### src/rtl/system.sv
// system: serial MSB-first 3-bit magnitude comparator with parallel cross-check.
//
// One comparison symbol {y, z} arrives per clock, scanning from bit 2 down
// to bit 0:
//   01 = bits equal, 10 = A bit > B bit, 11 = B bit > A bit, 00 = idle.
// The verdict is kept in a 3-state FSM. The first differing bit of a word
// decides the verdict. Every third valid symbol closes the word. On that
// cycle the serial verdict is compared with a direct compare of A and B.
//
// Ports:
//   clk       in   rising-edge clock
//   rst_n     in   asynchronous active-low reset (release synchronised here)
//   A, B      in   [2:0] parallel words, stable for the whole word
//   y, z      in   serial comparison symbol
//   f         out  registered, verdict A > B
//   eq        out  registered, verdict "equal so far"
//   lt        out  registered, verdict A < B
//   done      out  registered, 1-cycle pulse when a word's 3rd symbol is absorbed
//   mismatch  out  registered, serial/parallel disagreement at the last word end
module system (
    input  logic       clk,
    input  logic       rst_n,
    input  logic [2:0] A,
    input  logic [2:0] B,
    input  logic       y,
    input  logic       z,
    output logic       f,
    output logic       eq,
    output logic       lt,
    output logic       done,
    output logic       mismatch
);

    typedef enum logic [1:0] {
        ST_EQ  = 2'd0,
        ST_AGT = 2'd1,
        ST_BGT = 2'd2
    } state_t;

    // Reset asserts immediately but releases only after two clock edges.
    logic sync1_q, sync2_q;
    logic rst_int_n;

    always_ff @(posedge clk or negedge rst_n) begin
        if (!rst_n) begin
            sync1_q <= 1'b0;
            sync2_q <= 1'b0;
        end else begin
            sync1_q <= 1'b1;
            sync2_q <= sync1_q;
        end
    end

    assign rst_int_n = sync2_q;

    state_t     state_q, state_d;
    state_t     base_state;
    state_t     par_state;
    logic [1:0] cnt_q, cnt_d;
    logic       f_q, eq_q, lt_q, done_q, mismatch_q;
    logic       done_d, mismatch_d;
    logic       valid;

    always_comb begin
        valid      = y | z;
        // The first symbol of a word starts from EQ. This discards the
        // verdict left over from the previous word.
        base_state = (cnt_q == 2'd0) ? ST_EQ : state_q;
        if (A > B) begin
            par_state = ST_AGT;
        end else if (A == B) begin
            par_state = ST_EQ;
        end else begin
            par_state = ST_BGT;
        end

        state_d    = state_q;
        cnt_d      = cnt_q;
        done_d     = 1'b0;
        mismatch_d = mismatch_q;

        if (valid) begin
            state_d = base_state;
            if (base_state == ST_EQ) begin
                case ({y, z})
                    2'b10:   state_d = ST_AGT;
                    2'b11:   state_d = ST_BGT;
                    default: state_d = ST_EQ;
                endcase
            end
            if (cnt_q == 2'd2) begin
                cnt_d      = 2'd0;
                done_d     = 1'b1;
                mismatch_d = (state_d != par_state);
            end else begin
                cnt_d = cnt_q + 2'd1;
            end
        end
    end

    always_ff @(posedge clk or negedge rst_int_n) begin
        if (!rst_int_n) begin
            state_q    <= ST_EQ;
            cnt_q      <= 2'd0;
            f_q        <= 1'b0;
            eq_q       <= 1'b1;
            lt_q       <= 1'b0;
            done_q     <= 1'b0;
            mismatch_q <= 1'b0;
        end else begin
            state_q    <= state_d;
            cnt_q      <= cnt_d;
            f_q        <= (state_d == ST_AGT);
            eq_q       <= (state_d == ST_EQ);
            lt_q       <= (state_d == ST_BGT);
            done_q     <= done_d;
            mismatch_q <= mismatch_d;
        end
    end

    assign f        = f_q;
    assign eq       = eq_q;
    assign lt       = lt_q;
    assign done     = done_q;
    assign mismatch = mismatch_q;

endmodule

### config.mk
export PLATFORM = sky130hd
export DESIGN_NAME = system
export DESIGN_NICKNAME = d
export VERILOG_FILES = /design/src/rtl/system.sv
export SDC_FILE = /design/constraint.sdc
export NUM_CORES = 1
export LEC_CHECK = 0
export BUFFER_PORTS_ARGS = -buffer_cell sky130_fd_sc_hd__buf_4
export CAP_MARGIN = 10
export CORE_MARGIN = 2
export CORE_UTILIZATION = 30
export CTS_CLUSTER_SIZE = 14
export DETAILED_ROUTE_END_ITERATION = 10
export HOLD_SLACK_MARGIN = 0.12
export PLACE_DENSITY = 0.52
export SYNTH_ARGS = -nofsm -noshare
export SYNTH_HDL_FRONTEND = slang
export SYNTH_SLANG_ARGS = --single-unit
### constraint.sdc
create_clock -name clk -period 0.8 [get_ports clk]
set_clock_uncertainty 0.2 [all_clocks]
set_input_delay 0.08 -clock clk [delete_from_list [all_inputs] [get_ports clk]]
set_output_delay 0.08 -clock clk [all_outputs]
set_load 0.01 [all_outputs]
## Yosys cells after proc, flatten, opt, wreduce, memory -nomap -nowiden

Index checks and enable logic that the tools add are counted.
W data, S select, Z words.

- Bits in writable memories: 0
- Word-level logic and storage cells: 33
- Output and inout bits: 5
- Memories: 0
- Bits in registers: 11
- Latch bits: 0
- ROM bits: 0
- Bits of input ports: 10

- Order comparisons: 1
- $add $sub $neg: 1
- Mux-type cells: 10
- Divide/modulo/power cells: 0
- Multipliers: 0
- Eq/ne operators: 7
- Shift-type cells: 0
- Reductions and logical operators: 4
- Bitwise operators: 1

Operators with widths:

| operator | count |
|---|---|
| $mux W2 | 7 |
| $eq A2 B2 Y1 const B | 4 |
| $logic_not A2 Y1 | 3 |
| $pmux W2 S2 | 1 |
| $eq A3 B3 Y1 | 1 |
| $gt A3 B3 Y1 | 1 |
| $add A2 B1 Y2 const B | 1 |
| $eq A2 B1 Y1 const B | 1 |
| $mux W1 | 2 |
| $ne A2 B2 Y1 | 1 |
| $reduce_and A2 Y1 | 1 |
| $or A1 B1 Y1 | 1 |

## Logic depth before layout (Yosys ltp)

Gate-level depths: netlist (run 1).

- Depth in word-level cells: 7
- Gate-level depth with buffers: 7
- Mapped depth without buffers: 7

## Worst setup path after synthesis (run 1)

OpenSTA, ideal clock, no wires.

- Path kind: reg2reg
- Start: reg cnt_q[1]
- End: reg lt_q, in the netlist lt
- Library setup time: 124 ps
- Arrival time: 1,050 ps
- Cell stages (with the launch flop): 5
- Period minus slack after synthesis: 1,373 ps
- Slack: -573 ps
- Data required time: 476 ps
- Buffers on the path: 0
- Cell sequence: dfrtp_1 or3_1 nand2_1 nand2_2 nor2b_4

- Cells in the longest elaborated chain, start to end: 7

RTL lines:

| item | RTL line | source |
|---|---|---|
| start, declared | 59 | `logic [1:0] cnt_q, cnt_d;` |
| start signal, assigned | 112 | `cnt_q <= cnt_d;` |
| $logic_not A2 Y1 * | 68 | `base_state = (cnt_q == 2'd0) ? ST_EQ : state_q;` |
| $mux W2 * | 68 |  |
| $logic_not A2 Y1 | 84 | `if (base_state == ST_EQ) begin` |
| $mux W2 * | 84 |  |
| $mux W2 * (2 in series) | 82 | `if (valid) begin` |
| via state_d[1] | 56 | `state_t state_q, state_d;` |
| $eq A2 B2 Y1 * | 115 | `lt_q <= (state_d == ST_BGT);` |
| end signal, assigned | 115 |  |
| end, declared | 60 | `logic f_q, eq_q, lt_q, done_q, mismatch_q;` |

The timed path passes the listed nets; every way through them passes the cells marked *. The select of a mux whose other input is x is not followed.
A chain may end at the register's enable or synchronous reset.

## Worst setup path in the final report (run 1)

- Start: reg cnt_q[0]
- End: reg lt_q, in the netlist lt

Same word-level chain as after synthesis.

==> metrics.md, run 1 <==
| Metric | Value |
|---|---|
| Final setup fails | `14` |
| CTS buffer count | `3` |
| Final Routed Wirelength | `1122 µm` |
| Final hold violation count | `10` |
| ANT nets after route | `0` |
| Pin count of the biggest net entering global routing | `10` |
| Overflow left after global routing | `0` |
| R2r endpoint | `lt$_DFF_PN0_` |
| XOR/XNOR Fraction of Synth Area | `0.03333` |
| Crit path kind | `flip-flop to flip-flop` |
| Hold/Removal Path Class | `primary input to asynchronous set/reset pin` |
| First drt pass iteration count | `2` |
| Area of the core | `1689 µm²` |
| Clock-pin slew on the worst setup and hold paths | `70 ps` |
| Met2 routed WL | `545 µm` |
| Startpoint Class | `flip-flop` |
| Max Root-Sink Buffers | `2` |
| TritonCTS clock tree | `yes` |
| Final design utilization | `0.5437` |
| Leak | `0.4438 nW` |
| Post-synthesis compound-gate area fraction | `0.1381` |
| Vias | `468` |
| Die Y | `45.86 µm` |
| Unrepaired setup endpoints after global routing | `yes` |
| Area share of the largest cell type after synthesis | `0.4762` |
| Register area share after synthesis | `0.5262` |
| Synth top area cells | `dfrtp_1 48%, ha_1 7.1%, dfstp_2 5.0%, nand2_1 4.3%, a21oi_2 3.3%` |
| Post-route DRC | `0` |
| # rows | `15` |
| Clk pwr share | `0.129` |
| RePlAce Congestion | `0.6729` |
| Most frequent cells after synthesis | `10 x dfrtp_1, 6 x nand2_1, 4 x inv_1` |
| Achievable frequency | `707.3 MHz` |
| Post-DP HPWL | `736.6 µm` |
| Cell count after synthesis | `51` |
| Synth Register Bits | `11` |
| Gr usage total | `0.1243` |
| Input/output buffers | `14` |
| Area Overhead vs Synth | `74.76%` |
| M1 wire length | `469 µm` |
| Total clock sinks | `11` |
| Post-synth cell types | `25` |
| Failing checks | `hold timing, setup timing` |
| # H-tree levels | `1` |
| Clk Tree Root Cell | `clkbuf_4` |
| Power Dens Cells | `3229 nW/µm²` |
| Starting Density | `0.3111` |
| FF-to-FF Start | `cnt_q[0]$_DFFE_PN0N_` |
| Worst-skew pair later-pin latency | `270 ps` |
| Logic pwr share | `0.518` |
| Global-route wire length before repair | `1821 µm` |
| Crit path DAT | `1380 ps` |
| Placed insts | `91` |
| Max-cap violations | `0` |
| Wire per inst | `11.11 µm` |
| Pre-CTS setup slack | `-689.0 ps` |
| Synth Area per Inst | `10.30 µm²` |
| Worst Reg-to-Reg Cells | `4` |
| Net count, final | `98` |
| # diodes | `0` |
| NetSw | `1.053 mW` |
| Worst Path Required | `770 ps` |
| Outcome | `finished, violations left` |
| Part of the power in registers | `0.353` |
| Avg Vias per Cell | `4.634` |
| IO Count | `15` |
| Period utilisation layout | `1.767` |
| Post-synth EDFFs | `0` |
| Shortest period the worst path allows | `1414 ps` |
| Initial antenna violation count | `0` |
| Leading area contributor after synthesis | `dfrtp_1` |
| Async S/R FF share, synth | `1.000` |
| Max Fanout on Critical Path | `4` |
| Met3 wire len | `80 µm` |
| Final Max Slew Viols | `0` |
| Violation count after the first detailed-route iteration | `1` |
| Max rail drop VDD | `2122 µV` |
| Synth Area in Simple Gates | `0.1952` |
| Hold Slack | `-73.23 ps` |
| Layout cells sized above 1 | `0.6190` |
| Highest routed metal layer | `met4` |
| Worst setup EP type | `flip-flop` |
| Die area | `2103 µm²` |
| Synthesized cell area | `525.5 µm²` |
| Die width | `45.86 µm` |
| Syn Nets | `64` |
| Adder-cell share of the synthesized area | `0.07143` |
| Main synth FF type | `dfrtp_1` |
| Vias in the first global route | `434` |
| Setup ws final | `-613.8 ps` |
| Setup TNS | `-5851 ps` |
| Proportion of synthesized area in mux cells | `0` |
| Hold buffer count at CTS | `1` |
| Largest family of logic cells by synthesized area | `simple AND/OR/NAND/NOR gates` |
| Switching share of power | `0.3550` |
| Int Power | `1.912 mW` |
| Yosys Warn Count | `0` |
| Count leader, synth | `dfrtp_1` |
| FF-to-FF setup slack | `-610 ps` |
| Final Non-Filler Cells | `101` |
[cell type report]
type                    count  area (µm²)
multi-input cells          36       321.6
inverters                   4       15.01
fillers                   160       770.7
repair buffers             29       254.0
clock buffers               3       22.52
well taps                  17       21.27
clock inverters             1       5.005
flip-flops and latches     11       279.0
[worst max-delay path by stage]
stage,start,to,slack [ps],cells past startpoint
6_report,cnt_q[0]$_DFFE_PN0N_,lt$_DFF_PN0_,-610,4
5_1_grt,cnt_q[0]$_DFFE_PN0N_,mismatch$_DFFE_PN0P_,-670,5
4_1_cts,cnt_q[0]$_DFFE_PN0N_,mismatch$_DFFE_PN0P_,-590,5
3_5_place_dp,B[1],mismatch$_DFFE_PN0P_,-690,8
3_3_place_gp,B[1],mismatch$_DFFE_PN0P_,-650,8
2_1_floorplan,cnt_q[0]$_DFFE_PN0N_,lt$_DFF_PN0_,-550,4
[logic make-up (layout without fill, tap and decap cells)]
group,after synthesis,in the layout
AOI/OAI and AO/OA,11,11
xor gates and xnor gates,2,2
adders and majority gates,3,3
buffers and inverters,4,37
DFF,11,11
other,1,1
and+or+nand+nor,19,19
[layout by cell type (no fill, tap or decap), drive strengths merged]
cell type and instances:
dfstp 1, buf 28, nand2b 2, clkbuf 3, xnor2 1, clkinv 1
nand3 2, or3 1, nor2b 2, a31oi 1, dlygate4sd3 1, dfrtp 10
xor2 1, a21oi 3, conb 1, o21a 1, nor3b 1, inv 4
nand2 7, a21o 1, ha 3, nor2 4, o21ai 5
[state kept, by name, indices dropped and copies added (netlist names)]
signal,count
state_q,2
done,1
eq,1
cnt_q,2
f,1
rst_int_n,1
sync1_q,1
mismatch,1
lt,1
[metrics by stage]
stage | power, mW | instance area, µm²
final | 2.965 | 918.4
after global routing | 3.166 | 918.4
after CTS | 2.669 | 850.8
after detailed placement | 1.904 | 735.7
after global placement | 1.897 | 735.7
after floorplan | 1.503 | 541.8
[metal layers]
metal | vias to the layer above | track usage
li1 | 235 | -
met4 | 0 | 0.03429
met5 | - | 0
met2 | 11 | 0.1722
met3 | 5 | 0.07540
met1 | 217 | 0.1614
[timing repair]
| action | 4_1_cts | 5_1_grt |
|---|---|---|
| pin swaps | 5 | 3 |
| buffers inserted | 4 | 1 |
| gates resized for setup | 12 | 13 |
| endpoints found under the setup margin | 14 | 14 |
| hold endpoints to repair | 17 | 15 |
[critical path, stage by stage (launching register included)]
cell     delay (ps)
dfrtp_2         460
or3_4           400
nand2_4          70
nand2_4          60
nor2b_4         120
[power groups by stage]
stage                     combinational (mW)  sequential (mW)  clock, mW
after floorplan                        0.515            0.988          0
after global routing                    1.67             1.08      0.421
after detailed placement               0.956            0.948          0
after CTS                               1.31            0.966      0.397
after global placement                 0.945            0.952          0
final                                   1.54             1.05      0.382
Note: power is estimated with default switching activity, not from simulation.
==> run 2: changes to the inputs <==
Settings changed: CORE_MARGIN 2 to not set.
==> run 2 against run 1 <==
The run still ends with hold timing, setup timing left. Sequential cell count unchanged. Global-route usage rose by 0.50 points. Critical endpoint is now mismatch$_DFFE_PN0P_. Setup slack better by 17 ps. Cell area shrank 6.9%. First-iteration DRC count rose to 4.0 times the previous value. Sequential share of layout area increased by 2.3 points. Combinational power shrank 18%. Register-to-register slack better by 20 ps. Worst hold slack better by 8.5 ps. Highest routed layer unchanged. Die area is 8.5% lower. Critical path type unchanged.
==> metrics.md, run 2 (same netlist as run 1, synthesis figures left out) <==
| Metric | Value |
|---|---|
| Outcome | `finished, violations left` |
| Failing checks | `hold timing, setup timing` |
| Switching share of power | `0.3257 (-0.02927)` |
| Setup ws final | `-596.4 ps (+17.36 ps)` |
| Design Area, Final | `854.6 µm² (-6.9%)` |
| Initial antenna violation count | `0 (unchanged)` |
| Final hold violation count | `10 (unchanged)` |
| Pre-CTS setup slack | `-722.9 ps (-33.88 ps)` |
| Worst Path Required | `750 ps (-20 ps)` |
| Post-route DRC | `0 (unchanged)` |
| Power Dens Cells | `3054 nW/µm² (-5.4%)` |
| Input/output buffers | `14 (unchanged)` |
| NetSw | `850.1 µW (-19%)` |
| Part of the power in registers | `0.370 (+0.017)` |
| Pin count of the biggest net entering global routing | `10 (unchanged)` |
| # H-tree levels | `1 (unchanged)` |
| RePlAce Congestion | `0.7124 (+5.9%)` |
| Leak | `0.4313 nW (-2.8%)` |
| Commonest cells after routing, fill and taps aside | `24 x buf_4, 8 x dfrtp_1, 6 x nand2_1, 6 x buf_6, 4 x inv_1` |
| FF-to-FF setup slack | `-600 ps (+20 ps)` |
| Vias in the first global route | `453 (+4.4%)` |
| Logic pwr share | `0.488 (-0.030)` |
| TritonCTS clock tree | `yes` |
| Layout fillers | `155 (-3.1%)` |
| First drt pass iteration count | `5 (+3)` |
| Final Non-Filler Cells | `102 (+0.99%)` |
| Die area | `1923 µm² (-8.5%)` |
| Worst-skew pair later-pin latency | `260 ps (about the same)` |
| Die Y | `43.86 µm (-4.4%)` |
| # rows | `14 (-1)` |
| Total clock sinks | `11 (unchanged)` |
| Gr usage total | `0.1293 (+0.005021)` |
| Commonest non-fill, non-tap cell in the layout | `buf_4` |
| Placed insts | `94 (+3.3%)` |
| Clock-pin slew on the worst setup and hold paths | `70 ps (about the same)` |
| Post-DP HPWL | `776 µm (+5.3%)` |
| Worst setup EP type | `flip-flop` |
| Hold Slack | `-64.70 ps (+8.535 ps)` |
| Largest registers | `cnt_q (2), state_q (2)` |
| Crit path kind | `flip-flop to flip-flop` |
| Hold/Removal Path Class | `primary input to asynchronous set/reset pin` |
| ANT nets after route | `0 (unchanged)` |
| R2r endpoint | `mismatch$_DFFE_PN0P_` |
| Global-route wire length before repair | `1766 µm (-3.0%)` |
| # diodes | `0 (unchanged)` |
| IO Count | `15 (unchanged)` |
| Final Power | `2.610 mW (-12%)` |
| Vias | `461 (-1.5%)` |
| CTS buffer count | `3 (unchanged)` |
| Area of the core | `1577 µm² (-6.7%)` |
| Max-cap violations | `0 (unchanged)` |
| Crit path DAT | `1350 ps (-30 ps)` |
| Layout cells sized above 1 | `0.5349 (-0.08416)` |
| Max Root-Sink Buffers | `2 (unchanged)` |
| Final Routed Wirelength | `1001 µm (-11%)` |
| Final setup fails | `14 (unchanged)` |
| Startpoint Class | `flip-flop` |
| Achievable frequency | `716.1 MHz (+1.2%)` |
| Overflow left after global routing | `0 (unchanged)` |
| Avg Vias per Cell | `4.520 (-2.5%)` |
| Clk Tree Root Cell | `clkbuf_4` |
| Net count, final | `100 (+2.0%)` |
| Violation count after the first detailed-route iteration | `4 (+3)` |
| Wire per inst | `9.814 µm (-12%)` |
| Max Fanout on Critical Path | `4 (unchanged)` |
| Starting Density | `0.3333 (+0.02222)` |
| Hold buffer count at CTS | `1 (unchanged)` |
| Max rail drop VDD | `1643 µV (-23%)` |
| FF-to-FF Start | `cnt_q[1]$_DFFE_PN0N_` |
| Clk pwr share | `0.142 (+0.013)` |
| Area Overhead vs Synth | `62.62%` |
| Die width | `43.86 µm (-4.4%)` |
| Shortest period the worst path allows | `1396 ps (-17.36 ps)` |
| Worst Reg-to-Reg Cells | `5 (+1)` |
| Int Power | `1.760 mW (-8.0%)` |
| Placed cell areas | `764.5 µm² (+3.9%)` |
| Unrepaired setup endpoints after global routing | `yes` |
| Final Max Slew Viols | `0 (unchanged)` |
| Period utilisation layout | `1.746 (-0.02170)` |
-- run 2: cell types whose count changed in the layout (fill, tap and decap cells not counted), moves of 2 or more --
cell     delta
buf_4       +5
buf_6       -3
nand2_4     -2
o21ai_1     +2
o21ai_4     -2
-- run 2: metal layers --
| layer | vias to the layer above | wire [µm] | global-route usage | part of all wire |
|---|---|---|---|---|
| met4 | 0 | 8 | 0.03636 | 0.0080 |
| met3 | 2 | 64 | 0.07500 | 0.064 |
| met1 | 210 | 447 | 0.1429 | 0.45 |
| met2 | 12 | 481 | 0.2119 | 0.48 |
| met5 | - | 0 | 0 | 0 |
| li1 | 237 | - | - | - |
-- run 2: cell type report --
class,count,area (µm²),area share
well taps,16,20.02,0.02343
clock buffers,3,22.52,0.02635
repair buffers,31,257.7,0.3016
flip-flops and latches,11,279.0,0.3265
multi-input cells,36,255.2,0.2987
clock inverters,1,5.005,0.005857
inverters,4,15.01,0.01757
-- run 2: critical path: stages (launching register included) --
cell	delay [ps]
dfrtp_2	440
o21ai_2	180
nand2_1	70
o21ai_1	140
xor2_1	170
a31oi_1	90
-- run 2: metrics by stage --
stage               setup TNS [ps]    util
global route                 -6464  0.5421
detailed placement           -4265  0.4849
finish                       -5729  0.5421
global placement             -4296  0.4849
CTS                          -5626  0.5294
floorplan                    -3484       -
-- run 2: worst max path at each step --
stage | to | startpoint | slack, ps | cells past startpoint
final | mismatch$_DFFE_PN0P_ | cnt_q[1]$_DFFE_PN0N_ | -600 | 5
after CTS | mismatch$_DFFE_PN0P_ | cnt_q[1]$_DFFE_PN0N_ | -610 | 5
after detailed placement | mismatch$_DFFE_PN0P_ | B[1] | -720 | 8
after global placement | mismatch$_DFFE_PN0P_ | B[1] | -660 | 8
after floorplan | lt$_DFF_PN0_ | cnt_q[0]$_DFFE_PN0N_ | -550 | 4
after global routing | mismatch$_DFFE_PN0P_ | cnt_q[1]$_DFFE_PN0N_ | -660 | 5
-- run 2: what timing repair did --
item | 4_1_cts | 5_1_grt
gates resized for setup | 7 | 2
endpoints found under the hold margin | 15 | 14
buffers inserted | 1 | 2
setup endpoints to repair | 14 | 14
pin swaps | 1 | 1
-- run 2: power groups by stage --
stage | combinational, mW | clock (mW) | sequential [mW]
3_5_place_dp | 1.08 | 0 | 0.946
6_report | 1.27 | 0.370 | 0.966
2_1_floorplan | 0.515 | 0 | 0.988
3_3_place_gp | 1.07 | 0 | 0.951
5_1_grt | 1.40 | 0.431 | 0.988
4_1_cts | 1.20 | 0.391 | 0.962
